[config.mk]
export PLATFORM = sky130hd
export DESIGN_NAME = jam_cost_arbiter_flat
export DESIGN_NICKNAME = d
export VERILOG_FILES = /design/src/rtl/jam_cost_arbiter_pkg.sv /design/src/rtl/jam_cost_arbiter_if.sv /design/src/rtl/jam_cost_arbiter_rr_picker.sv /design/src/rtl/jam_cost_arbiter.sv /design/src/flat_wrapper.sv
export SDC_FILE = /design/constraint.sdc
export NUM_CORES = 1
export LEC_CHECK = 0
export ABC_AREA = 1
export BUFFER_PORTS_ARGS = -buffer_cell sky130_fd_sc_hd__buf_2
export CORE_MARGIN = 2
export CORE_UTILIZATION = 44
export CTS_BUF_LIST = sky130_fd_sc_hd__clkbuf_8 sky130_fd_sc_hd__clkbuf_16
export DETAILED_ROUTE_END_ITERATION = 12
export HOLD_SLACK_MARGIN = 0.08
export PLACE_DENSITY = 0.78
export SKIP_LAST_GASP = 1
export SLEW_MARGIN = 20
export SYNTH_ARGS = -nofsm -noshare
export SYNTH_HDL_FRONTEND = slang
export SYNTH_SLANG_ARGS = --single-unit
[constraint.sdc]
create_clock -name CLK -period 2.13 [get_ports CLK]
set_input_delay 0.639 -clock CLK [delete_from_list [all_inputs] [get_ports CLK]]
set_output_delay 0.639 -clock CLK [all_outputs]
set_load 0.02 [all_outputs]
[src/rtl/jam_cost_arbiter_pkg.sv]
// Shared widths and types for the cost-ROM arbiter slice.
package jam_pkg;
   localparam int N_WORK = 8;
   localparam int JOB_W  = 3;
   localparam int COST_W = 7;
   localparam int SUM_W  = 10;
   localparam int CNT_W  = 16;

   typedef enum logic [1:0] {IDLE, ISSUE, DRAIN, DONE} arb_state_t;

   // job of worker k lives in element k (bits [3k +: 3])
   typedef logic [N_WORK-1:0][JOB_W-1:0] perm_t;
endpackage

[src/rtl/jam_cost_arbiter_if.sv]
// Engine-array and cost-ROM signals of the arbiter, grouped as one bundle.
interface jam_cost_arbiter_if
   import jam_pkg::*;
#(
   parameter int N_REQ = 4
);
   logic [N_REQ-1:0]            req;
   perm_t [N_REQ-1:0]           req_perm;
   logic [N_REQ-1:0]            gnt;
   logic [N_REQ-1:0]            rsp_valid;
   logic [SUM_W-1:0]            rsp_sum;
   logic                        busy;
   logic [JOB_W-1:0]            W;
   logic [JOB_W-1:0]            J;
   logic [COST_W-1:0]           Cost;
   logic [N_REQ-1:0][CNT_W-1:0] stat_gnt_cnt;

   modport master (
      output req, req_perm, Cost,
      input  gnt, rsp_valid, rsp_sum, busy, W, J, stat_gnt_cnt
   );
   modport slave (
      input  req, req_perm, Cost,
      output gnt, rsp_valid, rsp_sum, busy, W, J, stat_gnt_cnt
   );
endinterface

[src/rtl/jam_cost_arbiter_rr_picker.sv]
// Combinational round-robin pick: search starts just after last_owner, so the
// previous owner ends up with the lowest priority.
module jam_rr_picker #(
   parameter int N_REQ = 4,
   parameter int IDX_W = $clog2(N_REQ)
) (
   input  logic [N_REQ-1:0] req,
   input  logic [IDX_W-1:0] last_owner,
   output logic [N_REQ-1:0] pick_oh,
   output logic [IDX_W-1:0] pick_idx
);
   logic found;

   always_comb begin
      pick_oh  = '0;
      pick_idx = '0;
      found    = 1'b0;
      for (int i = 1; i <= N_REQ; i++) begin
         if (!found && req[(int'(last_owner) + i) % N_REQ]) begin
            found = 1'b1;
            pick_oh[(int'(last_owner) + i) % N_REQ] = 1'b1;
            pick_idx = IDX_W'((int'(last_owner) + i) % N_REQ);
         end
      end
   end
endmodule

[src/rtl/jam_cost_arbiter.sv]
// Round-robin sharing of one cost-ROM port; each burst walks 8 worker/job
// lookups and returns the summed cost. JAM_ARB_STATS_EN adds grant counters.
module jam_cost_arbiter
   import jam_pkg::*;
#(
   parameter int N_REQ    = 4,
   parameter int COST_LAT = 1
) (
   input  logic              CLK,
   input  logic              RST,
   jam_cost_arbiter_if.slave bus
);
   localparam int IDX_W = $clog2(N_REQ);

   arb_state_t       state;
   logic [2:0]       beat;
   logic [1:0]       drain_cnt;
   logic [IDX_W-1:0] last_owner;
   perm_t            perm_lat;
   logic [SUM_W-1:0] acc, acc_next;
   logic [N_REQ-1:0] pick_oh;
   logic [IDX_W-1:0] pick_idx;
   logic             issue, cost_vld, grant;

   jam_rr_picker #(.N_REQ(N_REQ), .IDX_W(IDX_W)) u_pick (
      .req        (bus.req),
      .last_owner (last_owner),
      .pick_oh    (pick_oh),
      .pick_idx   (pick_idx)
   );

   assign issue = (state == ISSUE);
   assign grant = (|bus.req) && (state == IDLE || state == DONE);
   assign bus.W = issue ? beat : '0;
   assign bus.J = issue ? perm_lat[beat] : '0;

   // beat valid travels alongside the ROM latency so Cost is summed on arrival
   generate
      if (COST_LAT == 0) begin : g_lat0
         assign cost_vld = issue;
      end else begin : g_latn
         logic [COST_LAT-1:0] vld_pipe;
         always_ff @(posedge CLK) begin
            if (RST) vld_pipe <= '0;
            else     vld_pipe <= (vld_pipe << 1) | COST_LAT'(issue);
         end
         assign cost_vld = vld_pipe[COST_LAT-1];
      end
   endgenerate

   assign acc_next = acc + (cost_vld ? SUM_W'(bus.Cost) : '0);

   always_ff @(posedge CLK) begin
      if (RST) begin
         state         <= IDLE;
         beat          <= '0;
         drain_cnt     <= '0;
         last_owner    <= IDX_W'(N_REQ - 1);
         perm_lat      <= '0;
         acc           <= '0;
         bus.gnt       <= '0;
         bus.rsp_valid <= '0;
         bus.rsp_sum   <= '0;
         bus.busy      <= 1'b0;
      end else begin
         bus.rsp_valid <= '0;
         acc           <= acc_next;
         case (state)
            IDLE: ;
            ISSUE: begin
               beat <= beat + 3'd1;
               if (beat == 3'(N_WORK - 1)) begin
                  if (COST_LAT == 0) begin
                     state         <= DONE;
                     bus.rsp_valid <= bus.gnt;
                     bus.rsp_sum   <= acc_next;
                  end else begin
                     state     <= DRAIN;
                     drain_cnt <= 2'(COST_LAT - 1);
                  end
               end
            end
            DRAIN: begin
               if (drain_cnt == '0) begin
                  state         <= DONE;
                  bus.rsp_valid <= bus.gnt;
                  bus.rsp_sum   <= acc_next;
               end else begin
                  drain_cnt <= drain_cnt - 2'd1;
               end
            end
            DONE: begin
               state    <= IDLE;
               bus.gnt  <= '0;
               bus.busy <= 1'b0;
            end
            default: state <= IDLE;
         endcase
         // a grant overrides the DONE->IDLE fallthrough for back-to-back bursts
         if (grant) begin
            state      <= ISSUE;
            beat       <= '0;
            acc        <= '0;
            bus.gnt    <= pick_oh;
            bus.busy   <= 1'b1;
            last_owner <= pick_idx;
            perm_lat   <= bus.req_perm[pick_idx];
         end
      end
   end

`ifdef JAM_ARB_STATS_EN
   logic [N_REQ-1:0][CNT_W-1:0] gnt_cnt;

   always_ff @(posedge CLK) begin
      if (RST) begin
         gnt_cnt <= '0;
      end else if (grant) begin
         for (int i = 0; i < N_REQ; i++)
            if (pick_oh[i] && gnt_cnt[i] != '1) gnt_cnt[i] <= gnt_cnt[i] + 16'd1;
      end
   end
   assign bus.stat_gnt_cnt = gnt_cnt;
`else
   assign bus.stat_gnt_cnt = '0;
`endif
endmodule
[src/flat_wrapper.sv]
// flat-port wrapper written by rule: the top's interface ports become plain ports
module jam_cost_arbiter_flat import jam_pkg::*;
#(
   parameter int N_REQ    = 4,
   parameter int COST_LAT = 1
)
  (CLK, RST, bus_req, bus_req_perm, bus_Cost, bus_gnt, bus_rsp_valid, bus_rsp_sum, bus_busy, bus_W, bus_J, bus_stat_gnt_cnt);
  jam_cost_arbiter_if #(.N_REQ(N_REQ)) bus_i ();
  input  logic CLK;
  input  logic RST;
  input wire logic [$bits(bus_i.req)-1:0] bus_req;
  input wire logic [$bits(bus_i.req_perm)-1:0] bus_req_perm;
  input wire logic [$bits(bus_i.Cost)-1:0] bus_Cost;
  output wire logic [$bits(bus_i.gnt)-1:0] bus_gnt;
  output wire logic [$bits(bus_i.rsp_valid)-1:0] bus_rsp_valid;
  output wire logic [$bits(bus_i.rsp_sum)-1:0] bus_rsp_sum;
  output wire logic [$bits(bus_i.busy)-1:0] bus_busy;
  output wire logic [$bits(bus_i.W)-1:0] bus_W;
  output wire logic [$bits(bus_i.J)-1:0] bus_J;
  output wire logic [$bits(bus_i.stat_gnt_cnt)-1:0] bus_stat_gnt_cnt;
  assign bus_i.req = bus_req;
  assign bus_i.req_perm = bus_req_perm;
  assign bus_i.Cost = bus_Cost;
  assign bus_gnt = bus_i.gnt;
  assign bus_rsp_valid = bus_i.rsp_valid;
  assign bus_rsp_sum = bus_i.rsp_sum;
  assign bus_busy = bus_i.busy;
  assign bus_W = bus_i.W;
  assign bus_J = bus_i.J;
  assign bus_stat_gnt_cnt = bus_i.stat_gnt_cnt;
  jam_cost_arbiter #(.N_REQ(N_REQ), .COST_LAT(COST_LAT)) u_core (.CLK(CLK), .RST(RST), .bus(bus_i));
endmodule
# Word level (Yosys, flattened, before mapping)
# Cells that the tools add are included.
# classes
n_addsub	7
n_lt_le_gt_ge	10
n_eq_ne	9
n_mux	49
bitwise	9
n_reduce_logical	29
# op_table
operator	count
binary-select mux 24 bit (select 2 bit)	1
2-to-1 mux 24 bit	1
2-to-1 mux 4 bit	6
less-than comparator 3 x 4 -> 1 bit (second input constant)	5
2-to-1 mux 1 bit	18
2-to-1 mux 2 bit	8
greater-or-equal comparator 3 x 1 -> 1 bit (second input constant)	4
OR 4 bit	3
adder 10 bit	1
OR reduction 2 bit	5
binary-select mux 3 bit (select 3 bit)	1
2-to-1 mux 3 bit	3
AND reduction 3 bit	3
binary-select mux 1 bit (select 2 bit)	4
demux 1 bit (select 2 bit)	4
logical AND 1 bit	8
2-to-1 mux 7 bit	1
one-hot mux 2 bit (3 select lines)	1
adder 2 x 1 -> 2 bit (second input constant)	2
adder 2 bit (second input constant)	2
AND 1 bit (first input constant)	4
equality test 2 bit (second input constant)	2
logical NOT 2 bit	2
inequality test 2 bit (second input constant)	2
other kinds (18)	22
# totals
ff_bits	63
input_bits	109
output_inout_bits	89
elab_cells	132

# Longest topological paths before layout
# logic_depth
word_depth	18
mapped_depth	16
depth_no_buf	13

# Modules after synthesis
# Synthesis repeated with hierarchy kept, for this count alone.
# unflattened
hier_cells	716
hier_area_um2	4690.7
# modules_own_cells
mod	instances	cells_per_inst	area_each_um2	seq_area_each_um2
jam_cost_arbiter	1	641	4216.5	1261.2
jam_rr_picker	1	75	474.2	0.0

# Worst setup path after synthesis
# No wires, ideal clock.
# synth_path
path_type	in2reg
startpoint	in bus_Cost[0]
endpoint	reg u_core.bus.rsp_sum[6]
setup_ns	0.115
arrival_ns	2.127
required_ns	2.015
path_slack_ns	-0.112
path_stages	11
n_path_buf	0
cell_sequence	nand2_1 -> inv_1 -> ha_1 -> inv_1 -> fa_1 -> o21ai_0 -> a21oi_1 -> o21ai_0 -> xor2_1 -> o21ai_0 -> inv_1
# synth_via
elab_chain_len	2
# synth_rtl
element	line_no	rtl
start: declaration	flat_wrapper.sv:13	input wire logic [$bits(bus_i.Cost)-1:0] bus_Cost;
2-to-1 mux 7 bit	jam_cost_arbiter.sv:51	assign acc_next = acc + (cost_vld ? SUM_W'(bus.Cost) : '0);
adder 10 bit	jam_cost_arbiter.sv:51	
end signal: assignment	jam_cost_arbiter.sv:76	bus.rsp_sum <= acc_next;
end signal: assignment	jam_cost_arbiter.sv:87	bus.rsp_sum <= acc_next;
end: declaration	jam_cost_arbiter_if.sv:24	output gnt, rsp_valid, rsp_sum, busy, W, J, stat_gnt_cnt
# No other way between the ends.
# A chain may end at the register's enable or synchronous reset.

# Worst setup path in the final report
# layout_path
startpoint	reg u_core.beat[0]
endpoint	out bus_J[0]
# layout_via
elab_chain_len	3
# layout_rtl
element	line_no	rtl
start: declaration	jam_cost_arbiter.sv:16	logic [2:0] beat;
start signal: assignment	jam_cost_arbiter.sv:71	beat <= beat + 3'd1;
binary-select mux 3 bit (select 3 bit)	jam_cost_arbiter.sv:35	assign bus.J = issue ? perm_lat[beat] : '0;
2-to-1 mux 3 bit (not written as such)	jam_cost_arbiter.sv:35	
2-to-1 mux 3 bit	jam_cost_arbiter.sv:35	
end: declaration	flat_wrapper.sv:19	output wire logic [$bits(bus_i.J)-1:0] bus_J;
# No other way between the ends. The select of a mux whose other input is x is not followed.

==> impl_results.md <==
- Final Hold Viols: 0
- RSZ-0062 raised after global routing: true
- Post-synthesis async set-or-reset flop share: 0
- Setup violators final: 2
- CP max FO: 7
- Syn Area/Cell: 6.738 um^2
- Area growth syn-to-layout: 23.83%
- Arr. time, crit path: 1.49 ns
- Cells after DPL: 953
- R2R cell count: 12
- Mapped Cells: 678
- Starting density of the core: 0.4485
- Core box area: 0.01018 mm^2
- Row count: 37
- Register Area: 0.001276 mm^2
- HP Start: u_core.perm_lat[17]
- R2R Path Start: u_core.cost_vld
- CTS Sinks: 63
- Die H: 105.9 um
- Vias: 4595
- Slew Limit Fails: 0
- Worst-path clk slew: 0.07 ns
- 1st-iter DRT viols: 241
- Final nets: 963
- IO Port Bufs: 133
- Yosys top cell area share: 0.2761
- Worst vdd ir: 1288 uV
- First drt pass iteration count: 5
- Total detailed-routing wirelength: 10.99 mm
- Failing checks: setup timing
- GRT Total Usage: 0.1908
- Status: complete, but fails checks
- Static Leak: 3.013 nW
- Place WS: -0.1805 ns
- Synth Cell Area: 0.004568 mm^2
- Largest net degree at the start of global routing: 42
- Min-Delay Endpoint: u_core.perm_lat[17]
- Die area: 0.01121 mm^2
- Number of library cell types mapped by synthesis: 40
- Clk_skew: 0.005115 ns
- Startpoint class of the critical path: flop
- Layout Cells excl Fill: 971
- Pwr dens: 1416 mW/mm^2
- H-tree Lvls: 3
- R2r endpoint: u_core.bus.rsp_sum[7]
- Seq/Total Area, Yosys: 0.2761
- Final ANT Viol Nets: 0
- Setup TNS Final: -0.005867 ns
- Hold-fix buffers, CTS: 0
- Share of cells above drive strength 1: 0.2790
- Synth Register Bits: 63
- Critical path class: flop to output pin
- Initial antenna violation count: 0
- Via count of the first global-routing pass: 3924
- WHS Path Cells: 2
- Max-cap violations: 0
- Yosys warns: 0
- Die X: 105.9 um
- CTS tree: built
- GPL Wtd Cong: 0.8050
- Hold crit path type: flop to flop
- Max Freq: 468.7 MHz
- Area taken by multi-input logic gates: 0.002759 mm^2
- HPWL after detailed placement: 8.525 mm
- Root Driver: clkbuf_8
- DRC: 0
- Post-synth EDFFs: 0
- Area contributors post-synth: dfxtp_1 28%, nand3_1 14%, nand2_1 14%
- ANT cells: 0
- CP Capture Type: output pin
- Layout Utilization: 0.5554
- Hold Slack: 0.4538 ns
- Grt total ovfl: 0
- Flop-to-flop setup slack: 0.14 ns
- Bufs on Longest Clock Path: 2
- Clock latency on the worst-skew pair: 0.34 ns
- Num CTS Buffers: 9
- Layout filler cell count: 989
- Tcrit/Tclk final: 1.002
- Setup ws final: -0.003570 ns
- Min Tclk post-route: 2.134 ns
- IO Pins: 198
- WL/cell: 11.32 um
- DR vias/cell: 4.732
- Synth Flop Type: dfxtp_1
- Critical Path RT: 1.49 ns
- First-pass GRT wire length: 17.46 mm
- Synth area leader: dfxtp_1
how the worst max path moves through the flow:
stage	start	to	slack, ns	cells after the start
2_1_floorplan	u_core.state[1]	bus_J[0]	-0.05	5
3_3_place_gp	bus_Cost[0]	u_core.bus.rsp_sum[6]	-0.17	12
3_5_place_dp	bus_Cost[0]	u_core.bus.rsp_sum[6]	-0.18	12
4_1_cts	u_core.beat[0]	bus_J[2]	-0.04	7
5_1_grt	u_core.beat[0]	bus_J[2]	-0.10	7
6_report	u_core.beat[0]	bus_J[0]	-0.004	8
logic make-up (layout without fill, tap and decap cells):
family / count (synthesis) / in the layout / synth area share
other: 1 / 64 / 0.0008209
buffers and inverters: 152 / 246 / 0.1939
flip-flops: 63 / 63 / 0.2761
XOR/XNOR: 7 / 7 / 0.01342
AND/OR/NAND/NOR: 361 / 361 / 0.3569
adder cells (fa/ha/maj): 24 / 24 / 0.06738
AO/OA/AOI/OAI: 70 / 70 / 0.09148
cell usage after synthesis (all sizes together) (2+ instances only):
cell and instances:
o32ai 7, o21ai 23, o22ai 5, o211ai 6
nor2 43, clkbuf 13, ha 23, nor3 2
dfxtp 63, buf 82, inv 56, nand2 173
nand4 2, or2 2, xnor2 2, xor2 5
nand3 136, a31oi 3, a21oi 24
flip-flops by register name, indices dropped and copies added (netlist names):
signal / flops
u_core.bus.gnt: 4
u_core.last_owner: 2
u_core.acc: 10
u_core.bus.rsp_sum: 10
u_core.bus.rsp_valid: 4
u_core.beat: 3
u_core.bus.busy: 1
u_core.drain_cnt: 2
u_core.perm_lat: 24
u_core.state: 2
u_core.cost_vld: 1
metrics by stage:
stage                     area, um^2  power, mW
after floorplan                 4807      5.615
after global placement          5336      6.870
after detailed placement        5336      6.915
after CTS                       5594      7.958
after global routing            5657      8.747
final                           5657      8.012
final cells by class:
| class | count | area share |
|---|---|---|
| inverter | 57 | 0.03871 |
| clock buffer | 9 | 0.02190 |
| sequential | 63 | 0.2256 |
| tap | 136 | 0.03008 |
| timing repair buffer | 173 | 0.1887 |
| multi-input combinational | 526 | 0.4877 |
| clock inverter | 7 | 0.007299 |
critical path, stage by stage (launching register included):
cell	delay, ns
dfxtp_4	0.39
inv_4	0.05
buf_6	0.13
buf_4	0.14
nor2_2	0.09
o32ai_2	0.08
nand2_1	0.07
o21ai_1	0.06
buf_4	0.16
power by group:
group / total, mW / switching, mW / internal (mW)
Sequential: 1.72 / 0.199 / 1.52
Clock: 0.871 / 0.461 / 0.410
Combinational: 5.42 / 3.24 / 2.18
Total: 8.01 / 3.90 / 4.11
cells in the final DEF (no fill, tap or decap), types with 5 or more instances in the layout:
| cell type | instances |
|---|---|
| a21oi_1 | 23 |
| buf_12 | 6 |
| buf_2 | 130 |
| buf_4 | 32 |
| buf_6 | 5 |
| clkbuf_8 | 9 |
| conb_1 | 64 |
| dfxtp_1 | 57 |
| ha_1 | 20 |
| inv_1 | 51 |
| nand2_1 | 166 |
| nand2_2 | 6 |
| nand3_1 | 132 |
| nor2_1 | 35 |
| nor2_2 | 6 |
| o211ai_1 | 6 |
| o21ai_0 | 17 |
| o21ai_1 | 5 |
| o22ai_1 | 5 |
| o32ai_2 | 6 |
| xor2_1 | 5 |
metal layers:
metal  GRT usage  up-vias  part of all wire
li1            -     2394                 -
met1      0.2492     2000              0.44
met2      0.3207      186              0.48
met3     0.03556       15             0.062
met4     0.05733        0             0.015
met5           0        -                 0
timing repair:
item / CTS / global route
setup endpoints to repair: 3 / 29
setup buffers: 2 / 0
pin swaps: 5 / 5
gates resized for setup: 28 / 12
No activity file was read; power rests on OpenSTA's default activity.
